--- config.mk ---
export PLATFORM = sky130hd
export DESIGN_NAME = pkt_traffic_gen
export DESIGN_NICKNAME = d
export VERILOG_FILES = /design/src/rtl/pkt_gen_pkg.sv /design/src/rtl/pkt_gen_payload.sv /design/src/rtl/pkt_traffic_gen.sv
export SDC_FILE = /design/constraint.sdc
export NUM_CORES = 1
export LEC_CHECK = 0
export ABC_AREA = 1
export BUFFER_PORTS_ARGS = -buffer_cell sky130_fd_sc_hd__buf_2
export CAP_MARGIN = 20
export CORE_AREA = 4 4 179 94
export CTS_CLUSTER_SIZE = 12
export DETAILED_ROUTE_END_ITERATION = 7
export DIE_AREA = 0 0 183 98
export MAX_ROUTING_LAYER = met4
export PLACE_DENSITY = 0.8
export SLEW_MARGIN = 10
export SYNTH_ARGS = -nofsm -noshare
export SYNTH_HDL_FRONTEND = slang
export SYNTH_SLANG_ARGS = --single-unit
export TNS_END_PERCENT = 10
--- constraint.sdc ---
create_clock -name clk -period 2.8 [get_ports clk]
set_input_delay 0.42 -clock clk [delete_from_list [all_inputs] [get_ports clk]]
set_output_delay 0.42 -clock clk [all_outputs]
set_load 0.01 [all_outputs]
--- src/rtl/pkt_gen_pkg.sv ---
// pkt_gen_pkg
// Shared definitions for the per-port packet traffic generator:
//   - width helper and default field widths
//   - header field offsets
//   - run-mode encodings
//   - FSM state constants
//   - LFSR tap constant
// Optional feature macro: PKT_GEN_LFSR_EN (LFSR payload pattern).
package pkt_gen_pkg;

    // Width of a field able to index n items.
    function automatic int field_width(input int n);
        return $clog2(n);
    endfunction

    // Defaults matching the generator's default parameters.
    localparam int WIDTH_SEL      = field_width(8);
    localparam int WIDTH_PRIORITY = field_width(8);
    localparam int WIDTH_LENGTH   = field_width(256);

    // Header word = {zero pad, length, priority, dest}, dest in the LSBs.
    function automatic int hdr_prio_offset(input int width_sel);
        return width_sel;
    endfunction

    function automatic int hdr_len_offset(input int width_sel, input int width_prio);
        return width_sel + width_prio;
    endfunction

    // Run modes; encoding 3 behaves as single.
    localparam logic [1:0] MODE_SINGLE  = 2'd0;
    localparam logic [1:0] MODE_COUNTED = 2'd1;
    localparam logic [1:0] MODE_CONT    = 2'd2;

    // FSM states.
    localparam logic [2:0] IDLE = 3'd0;
    localparam logic [2:0] HDR  = 3'd1;
    localparam logic [2:0] PAY  = 3'd2;
    localparam logic [2:0] GAP  = 3'd3;
    localparam logic [2:0] DONE = 3'd4;

    // Right-shifting Galois LFSR taps for x^16+x^14+x^13+x^11+1.
    localparam logic [15:0] LFSR_TAPS = 16'hB400;

endpackage

--- src/rtl/pkt_gen_payload.sv ---
// pkt_gen_payload
// Payload word generator. On load the pattern restarts from the packet's
// sequence number; each advance steps to the next payload word.
//   Default build     : word = {TX_PORT, seq + k}.
//   PKT_GEN_LFSR_EN   : word = Galois LFSR state seeded with {seq, 1'b1}.
// Ports:
//   clk, rst_n  clock and synchronous active-low reset
//   seq         sequence number of the packet being sent
//   load        header accepted: restart the pattern
//   advance     payload word accepted: step the pattern
//   word        current payload word
module pkt_gen_payload
    import pkt_gen_pkg::*;
#(
    parameter int TX_PORT    = 0,
    parameter int DATA_WIDTH = 16,
    parameter int WIDTH_SEL  = 3,
    parameter int SEQ_WIDTH  = DATA_WIDTH - WIDTH_SEL
) (
    input  logic                  clk,
    input  logic                  rst_n,
    input  logic [SEQ_WIDTH-1:0]  seq,
    input  logic                  load,
    input  logic                  advance,
    output logic [DATA_WIDTH-1:0] word
);

`ifdef PKT_GEN_LFSR_EN
    logic [DATA_WIDTH-1:0] lfsr;

    always_ff @(posedge clk) begin
        if (!rst_n) begin
            lfsr <= '0;
        end else if (load) begin
            lfsr <= DATA_WIDTH'({seq, 1'b1});
        end else if (advance) begin
            lfsr <= {1'b0, lfsr[DATA_WIDTH-1:1]} ^
                    (lfsr[0] ? DATA_WIDTH'(LFSR_TAPS) : '0);
        end
    end

    assign word = lfsr;
`else
    logic [SEQ_WIDTH-1:0] count;

    always_ff @(posedge clk) begin
        if (!rst_n) begin
            count <= '0;
        end else if (load) begin
            count <= seq;
        end else if (advance) begin
            count <= count + SEQ_WIDTH'(1);
        end
    end

    assign word = {WIDTH_SEL'(TX_PORT), count};
`endif

endmodule

--- src/rtl/pkt_traffic_gen.sv ---
// pkt_traffic_gen
// Per-port packet traffic generator: emits header + payload packets on the
// wr_* bus with ready backpressure, in single, counted or continuous runs.
// Optional feature macro: PKT_GEN_LFSR_EN selects an LFSR payload pattern.
// Ports:
//   clk, rst_n      clock and synchronous active-low reset
//   start           level; rising edge launches a run, level keeps
//                   continuous runs alive
//   mode            0 single, 1 counted, 2 continuous, 3 single
//   pkt_count       packets per counted run
//   send_cycle      idle cycles between eop acceptance and next header
//   dest, prio      header destination and priority ("priority" is a
//                   reserved word, hence prio)
//   length          payload words (0 behaves as 1)
//   ready           downstream accept
//   wr_sop/eop/vld  framing and valid
//   wr_data         header/payload word
//   busy, done      run in progress / one-cycle completion pulse
//   pkt_sent        packets fully accepted since reset (wraps)
module pkt_traffic_gen
    import pkt_gen_pkg::*;
#(
    parameter int TX_PORT         = 0,
    parameter int PORT_NUB        = 8,
    parameter int DATA_WIDTH      = 16,
    parameter int PRIORITY        = 8,
    parameter int DATA_LENGTH_MAX = 256,
    parameter int GAP_WIDTH       = 20,
    parameter int CNT_WIDTH       = 16,
    localparam int WSEL = field_width(PORT_NUB),
    localparam int WPRI = field_width(PRIORITY),
    localparam int WLEN = field_width(DATA_LENGTH_MAX)
) (
    input  logic                  clk,
    input  logic                  rst_n,
    input  logic                  start,
    input  logic [1:0]            mode,
    input  logic [CNT_WIDTH-1:0]  pkt_count,
    input  logic [GAP_WIDTH-1:0]  send_cycle,
    input  logic [WSEL-1:0]       dest,
    input  logic [WPRI-1:0]       prio,
    input  logic [WLEN-1:0]       length,
    input  logic                  ready,
    output logic                  wr_sop,
    output logic                  wr_eop,
    output logic                  wr_vld,
    output logic [DATA_WIDTH-1:0] wr_data,
    output logic                  busy,
    output logic                  done,
    output logic [CNT_WIDTH-1:0]  pkt_sent
);

    localparam int SEQ_WIDTH = DATA_WIDTH - WSEL;

    logic [2:0]            state, next_state;
    logic                  start_q;
    logic [1:0]            mode_q;
    logic [CNT_WIDTH-1:0]  pkt_count_q;
    logic [CNT_WIDTH-1:0]  run_cnt;
    logic [CNT_WIDTH-1:0]  sent_cnt;
    logic [SEQ_WIDTH-1:0]  seq;
    logic [GAP_WIDTH-1:0]  gap_cnt;
    logic [WSEL-1:0]       dest_q;
    logic [WPRI-1:0]       prio_q;
    logic [WLEN-1:0]       len_q;
    logic [WLEN:0]         idx;
    logic [WLEN:0]         last_idx;
    logic                  launch;
    logic                  last_word;
    logic                  run_end;
    logic                  hdr_enter;
    logic [DATA_WIDTH-1:0] header_word;
    logic [DATA_WIDTH-1:0] payload_word;

    assign launch    = start & ~start_q & (state == IDLE);
    // A zero length still produces one payload word.
    assign last_idx  = (len_q == '0) ? '0 : {1'b0, len_q} - (WLEN+1)'(1);
    assign last_word = (idx == last_idx);
    assign hdr_enter = (next_state == HDR) && (state != HDR);

    // Decided at eop acceptance: does this packet close the run?
    always_comb begin
        case (mode_q)
            MODE_COUNTED: run_end = (run_cnt == pkt_count_q - CNT_WIDTH'(1));
            MODE_CONT:    run_end = ~start;
            default:      run_end = 1'b1;
        endcase
    end

    always_comb begin
        next_state = state;
        case (state)
            IDLE: begin
                if (launch) begin
                    next_state = (mode == MODE_COUNTED && pkt_count == '0) ? DONE : HDR;
                end
            end
            HDR: begin
                if (ready) next_state = PAY;
            end
            PAY: begin
                if (ready && last_word) begin
                    if (run_end)                 next_state = DONE;
                    else if (send_cycle == '0)   next_state = HDR;
                    else                         next_state = GAP;
                end
            end
            GAP: begin
                if (gap_cnt == GAP_WIDTH'(1)) next_state = HDR;
            end
            DONE:    next_state = IDLE;
            default: next_state = IDLE;
        endcase
    end

    always_ff @(posedge clk) begin
        if (!rst_n) begin
            state       <= IDLE;
            start_q     <= 1'b0;
            mode_q      <= '0;
            pkt_count_q <= '0;
            run_cnt     <= '0;
            sent_cnt    <= '0;
            seq         <= '0;
            gap_cnt     <= '0;
            dest_q      <= '0;
            prio_q      <= '0;
            len_q       <= '0;
            idx         <= '0;
        end else begin
            state   <= next_state;
            start_q <= start;
            if (launch) begin
                mode_q      <= mode;
                pkt_count_q <= pkt_count;
                run_cnt     <= '0;
            end
            if (hdr_enter) begin
                dest_q <= dest;
                prio_q <= prio;
                len_q  <= length;
            end
            if (state == HDR && ready) begin
                idx <= '0;
            end
            if (state == PAY && ready) begin
                if (last_word) begin
                    sent_cnt <= sent_cnt + CNT_WIDTH'(1);
                    seq      <= seq + SEQ_WIDTH'(1);
                    run_cnt  <= run_cnt + CNT_WIDTH'(1);
                    gap_cnt  <= send_cycle;
                end else begin
                    idx <= idx + (WLEN+1)'(1);
                end
            end
            if (state == GAP) begin
                gap_cnt <= gap_cnt - GAP_WIDTH'(1);
            end
        end
    end

    pkt_gen_payload #(
        .TX_PORT    (TX_PORT),
        .DATA_WIDTH (DATA_WIDTH),
        .WIDTH_SEL  (WSEL),
        .SEQ_WIDTH  (SEQ_WIDTH)
    ) u_payload (
        .clk     (clk),
        .rst_n   (rst_n),
        .seq     (seq),
        .load    (state == HDR && ready),
        .advance (state == PAY && ready),
        .word    (payload_word)
    );

    assign header_word = DATA_WIDTH'({len_q, prio_q, dest_q});

    // Outputs decode registered state only, so a stalled word stays stable.
    assign wr_vld   = (state == HDR) || (state == PAY);
    assign wr_sop   = (state == HDR);
    assign wr_eop   = (state == PAY) && last_word;
    assign wr_data  = (state == HDR) ? header_word :
                      (state == PAY) ? payload_word : '0;
    assign busy     = (state == HDR) || (state == PAY) || (state == GAP);
    assign done     = (state == DONE);
    assign pkt_sent = sent_cnt;

endmodule

Word-level counts from Yosys, hierarchy flattened
Index checks and enable logic that the tools add are counted.
{"block": "totals", "register_bits": 123, "input_bits": 56, "out_inout_bits": 37, "word_cells": 77}
{"block": "classes", "add_sub_neg": 8, "eq_ne": 12, "n_mux": 23, "bitwise_logic": 4, "n_reduce_logical": 17}
{"operator": "20-bit 2-to-1 mux", "count": 3}
{"operator": "16-bit 2-to-1 mux", "count": 3}
{"operator": "13-bit 2-to-1 mux", "count": 3}
{"operator": "9-bit 2-to-1 mux", "count": 4}
{"operator": "16-bit by 1-bit adder with 16-bit output (second input constant)", "count": 2}
{"operator": "13-bit by 1-bit adder with 13-bit output (second input constant)", "count": 2}
{"operator": "20-bit by 1-bit == test with 1-bit output (second input constant)", "count": 1}
{"operator": "20-bit zero test", "count": 1}
{"operator": "20-bit by 1-bit subtractor with 20-bit output (second input constant)", "count": 1}
{"operator": "3-bit 2-to-1 mux", "count": 6}
{"operator": "16-bit == test", "count": 1}
{"operator": "16-bit zero test", "count": 1}
{"operator": "16-bit by 1-bit subtractor with 16-bit output (second input constant)", "count": 1}
{"operator": "14-bit 2-to-1 mux", "count": 1}
{"operator": "3-bit case mux with 4 select lines", "count": 1}
{"operator": "9-bit by 1-bit adder with 9-bit output (second input constant)", "count": 1}
{"operator": "9-bit == test", "count": 1}
{"operator": "8-bit by 1-bit subtractor with 9-bit output (second input constant)", "count": 1}
{"operator": "8-bit zero test", "count": 1}
{"operator": "3-bit by 1-bit == test with 1-bit output (second input constant)", "count": 2}
{"operator": "3-bit by 2-bit == test with 1-bit output (second input constant)", "count": 2}
{"operator": "1-bit logical AND", "count": 6}
{"operator": "2-bit nonzero test", "count": 3}
{"operator": "2-bit by 1-bit == test with 1-bit output (second input constant)", "count": 2}
{"operator": "10 further kinds", "count": 14}

Longest topological paths before layout
{"block": "depth", "ltp_word": 8, "mapped_depth": 21, "ltp_nobuf": 20}

By module
Synthesis repeated with hierarchy kept, for this count alone.
{"block": "unflattened", "cells_unflattened": 1172, "hier_area_um2": 7517.2}
{"module": "pkt_traffic_gen", "n_inst": 1, "cells_per_inst": 1053, "area_each_um2": 6692.7, "seq_area_each_um2": 2202.1}
{"module": "pkt_gen_payload", "n_inst": 1, "cells_per_inst": 119, "area_each_um2": 824.5, "seq_area_each_um2": 260.2}

Worst setup path after synthesis
Ideal clock, no wire load.
{"block": "synth_timing", "path_type": "reg2reg", "startpoint": "register len_q[0]", "endpoint": "register len_q[4]", "setup_time_ns": 0.113, "arrival_ns": 2.202, "slack_ns": 0.486, "stages_incl_launch_ff": 19, "n_path_buf": 1, "synth_period_minus_slack_ns": 2.314, "cell_sequence": "dfxtp_1 -> inv_1 -> ha_1 -> nand2_1 -> nor2_2 -> nand2_2 -> nand2_1 -> nand2_1 -> nand2_1 -> nand2_1 -> nor2_4 -> nand4_4 -> nor2_1 -> nor2_1 -> nor2_2 -> buf_2 -> nand3_1 -> nand2_1 -> nor2_1"}
{"block": "synth_between", "elab_chain_cells": 8, "elab_cells_between_ends": 9}
{"item": "start: declaration", "line": "pkt_traffic_gen.sv:65", "rtl": "logic [WLEN-1:0] len_q;"}
{"item": "start signal: assignment", "line": "pkt_traffic_gen.sv:141", "rtl": "len_q <= length;"}
{"item": "8-bit by 1-bit subtractor with 9-bit output or 8-bit zero test (tied branches)", "line": "pkt_traffic_gen.sv:77", "rtl": "assign last_idx = (len_q == '0) ? '0 : {1'b0, len_q} - (WLEN+1)'(1);"}
{"item": "9-bit 2-to-1 mux (*)", "line": "pkt_traffic_gen.sv:77"}
{"item": "9-bit == test (*)", "line": "pkt_traffic_gen.sv:78", "rtl": "assign last_word = (idx == last_idx);"}
{"item": "1-bit logical AND (*)", "line": "pkt_traffic_gen.sv:102", "rtl": "if (ready && last_word) begin"}
{"item": "3-bit 2-to-1 mux (*)", "line": "pkt_traffic_gen.sv:102"}
{"item": "3-bit case mux with 4 select lines (*)", "line": "pkt_traffic_gen.sv:92", "rtl": "case (state)"}
{"item": "3-bit by 1-bit == test with 1-bit output (*)", "line": "pkt_traffic_gen.sv:79", "rtl": "assign hdr_enter = (next_state == HDR) && (state != HDR);"}
{"item": "1-bit logical AND (*)", "line": "pkt_traffic_gen.sv:79"}
Mark *: on every way between the ends. The rest lies on a longest branch, timed or not.
A chain may end at the register's enable or synchronous reset.

Worst setup path in the final report
{"block": "layout_timing", "startpoint": "register len_q[0]", "endpoint": "output wr_eop"}
{"block": "layout_between", "elab_chain_cells": 4, "elab_cells_between_ends": 5}
{"item": "8-bit by 1-bit subtractor with 9-bit output or 8-bit zero test (tied branches)", "line": "pkt_traffic_gen.sv:77"}
{"item": "9-bit 2-to-1 mux (*)", "line": "pkt_traffic_gen.sv:77"}
{"item": "9-bit == test (*)", "line": "pkt_traffic_gen.sv:78"}
{"item": "1-bit logical AND (*)", "line": "pkt_traffic_gen.sv:181", "rtl": "assign wr_eop = (state == PAY) && last_word;"}
{"item": "end: declaration", "line": "pkt_traffic_gen.sv:45", "rtl": "output logic wr_eop,"}
Marked as above.

==> results.toml <==
[clock_network]
clockBufferDepth = 2
clk_latency_ps = 420
cts.htree.levels = 4
cts_inserted_buffers = 17
postCtsHoldBufs = 0
cts_tree = "yes"
cts_root_buf = "clkbuf_16"
clkSinkCount = 123
clk_pin_slew_ps = 60

[status]
status = "finished clean"

[layout]
layout.nets = 1357
area_growth_pct = 19.7
antenna_cells = 0
final_common_cell = "nand2_1"
drive_above_1_share = 0.146
final_cells = 1507
final_cell_mix = "nand2_1 (225), nor2_1 (176), inv_1 (157)"

[global_route]
antenna_found_initial = 0
track_usage = 0.242
grt_pass1_vias = 7286
grt_max_degree = 67
grt_overflow_total = 0
grt_first_pass_wirelength_um = 35200

[power_and_ir_drop]
p_leak_nw = 3.88
swShare = 0.295
switchingPower_w = 0.00157
irDropWorstVdd_uv = 428
total_power_w = 0.00531
p_seq_frac = 0.358
power.internal_w = 0.00374
power_density_mw_per_mm2 = 588
p_comb_frac = 0.187
p_clk_frac = 0.456

[yosys]
yosys_register_bits = 123
synth_area_mm2 = 0.00754
ys_seq_area_frac = 0.326
syn_area_per_cell_um2 = 6.34
async_flop_share = 0
ys.flop_type = "dfxtp_1"
syn_inst = 1190
synth.distinct_cells = 51
synth-edff-count = 0
yosys_warnings = 0

[worst_setup_path]
critical_path_required_ps = 2380
ff2ff_setup_slack_ps = 170
start_kind = "register"
critPathKind = "register to output port"
slowest_delay_ps = 330
cp_cell_sequence = "inv_2 > ha_2 > nand2_1 > nor2_4 > nand2_4 > nand2_1 > nand2_1 > nand2_1 > nand2_1 > nor2_4 > nand3_4 > nor2_2 > buf_2"
r2r_start = "len_q[0]"
cp_max_fo = 7
rr_worst_depth = 20
cpMostUsedCell = "nand2_1"
end_kind = "output port"
r2r_end = "len_q[2]"
slowest_stage = "dfxtp_1"
arrival_ps = 2320

[timing]
period_needed_ps = 2740
fin_skew_ps = 11.2
finalCritPeriodShare = 0.980
final-max-slew-violation-count = 0
finalSetupViolations = 0
relSlewSlack = 0.362
fmax_mhz = 364
tns_ps = 0
rsz0062_at_grt = "true"
worst_pin_slew_ps = 956
hold_viol = 0

[detailed_routing]
vias = 8211
first_pass_iters = 5
wl_um = 21500
postRouteAntennaNets = 0
routedWlPerCell_um = 14.3
via_per_inst = 5.45
drc = 0
first_iter_violations = 883

[floorplan]
pin_count = 93
row_count = 32
die_h_um = 98
initial_core_util = 0.496
die_x_um = 183
dieArea_mm2 = 0.0179
core_mm2 = 0.0152

[place]
place.gp.congestion = 0.908
dp_hpwl_um = 15500
dp.cells = 1470
io_buffers = 90

[run]
max-cap-violations = 0

[worst_hold_path]
min_to = "start_q"
min-delay-start = "start"
hold_path_class = "input port to register"
whs_path_depth = 3
[repair_timing]
item                                    in CTS  in global routing
pin swaps                                    1                  6
endpoints found under the setup margin       1                 21
resized for setup                            4                 11
buffers inserted                             2                  3
cloned                                       0                  1
[cells by family after synthesis]
kind of cell	after synthesis	share of synthesized area
and+or+nand+nor	592	0.346
AOI/OAI and AO/OA	227	0.168
buffers and inverters	206	0.106
DFF	123	0.326
xor gates and xnor gates	30	0.0348
adders and majority gates	11	0.0182
other	1	0.000497
[power by group through the flow]
stage / clock network (W) / registers, W / logic (W)
2_1_floorplan: 0 / 0.00191 / 0.000702
4_1_cts: 0.00243 / 0.00190 / 0.000942
3_3_place_gp: 0 / 0.00193 / 0.000909
5_1_grt: 0.00252 / 0.00191 / 0.00110
6_report: 0.00242 / 0.00190 / 0.000992
3_5_place_dp: 0 / 0.00193 / 0.000924
[synth_stat cells (all sizes together) (11+ instances only)]
| cell | number | area, um2 |
|---|---|---|
| nand2 | 229 | 865 |
| nor2 | 191 | 774 |
| inv | 168 | 631 |
| dfxtp | 123 | 2460 |
| o21ai | 90 | 454 |
| a21oi | 82 | 410 |
| nand3 | 82 | 433 |
| nor3 | 43 | 225 |
| clkbuf | 26 | 97.6 |
| nor4 | 22 | 138 |
| xor2 | 21 | 184 |
| nand4 | 15 | 109 |
| buf | 11 | 65.1 |
| ha | 11 | 138 |
| o22ai | 11 | 68.8 |
[how the worst max path moves through the flow]
stage / start / endpoint / slack, ps / cells past startpoint
4_1_cts: len_q[0] / wr_eop / 110 / 13
2_1_floorplan: len_q[0] / len_q[4] / 490 / 18
5_1_grt: len_q[0] / len_q[4] / -20 / 20
3_5_place_dp: len_q[0] / prio_q[0] / 100 / 16
6_report: len_q[0] / wr_eop / 60 / 13
3_3_place_gp: pkt_count_q[0] / len_q[7] / 180 / 18
[area by class of cell]
type                       count  area, um2
timing repair inverter         1       7.51
sequential                   123       2460
clock buffer                  22        484
fill                        1429       6190
clock inverter                10        161
timing repair buffer         116        683
inverter                     169        638
multi-input combinational    862       4340
tap                          204        255
[metal layers]
metal  GRT usage  part of all wire  vias up
met5           -                 0        -
met4      0.0749             0.019        0
met3      0.0383             0.077       42
met2       0.360              0.42      334
met1       0.339              0.48     3709
li1            -                 -     4126
[stage by stage]
| stage | hold WS (ps) | instance area, um2 | worst slack, ps | utilization |
|---|---|---|---|---|
| floorplan | 445 | 7550 | 486 | - |
| global placement | 452 | 8270 | 183 | 0.544 |
| detailed placement | 458 | 8270 | 104 | 0.544 |
| CTS | 185 | 8930 | 113 | 0.587 |
| global route | 231 | 9030 | -22.1 | 0.593 |
| finish | 201 | 9030 | 56.5 | 0.593 |
[flip-flops by register name, indices dropped and copies added (netlist names), 3 cells and up]
name / cells
dest_q: 3
gap_cnt: 20
idx: 9
len_q: 8
pkt_count_q: 16
pkt_sent: 16
prio_q: 3
run_cnt: 16
seq: 13
state: 3
u_payload.count: 13
[critical path: cells and delay by family, from the launching register on]
kind | cells | cell delay, ps
AND/OR/NAND/NOR | 10 | 1090
flip-flops | 1 | 330
adder cells (fa/ha/maj) | 1 | 220
buffers and inverters | 2 | 260
Note: power is estimated with default switching activity, not from simulation.
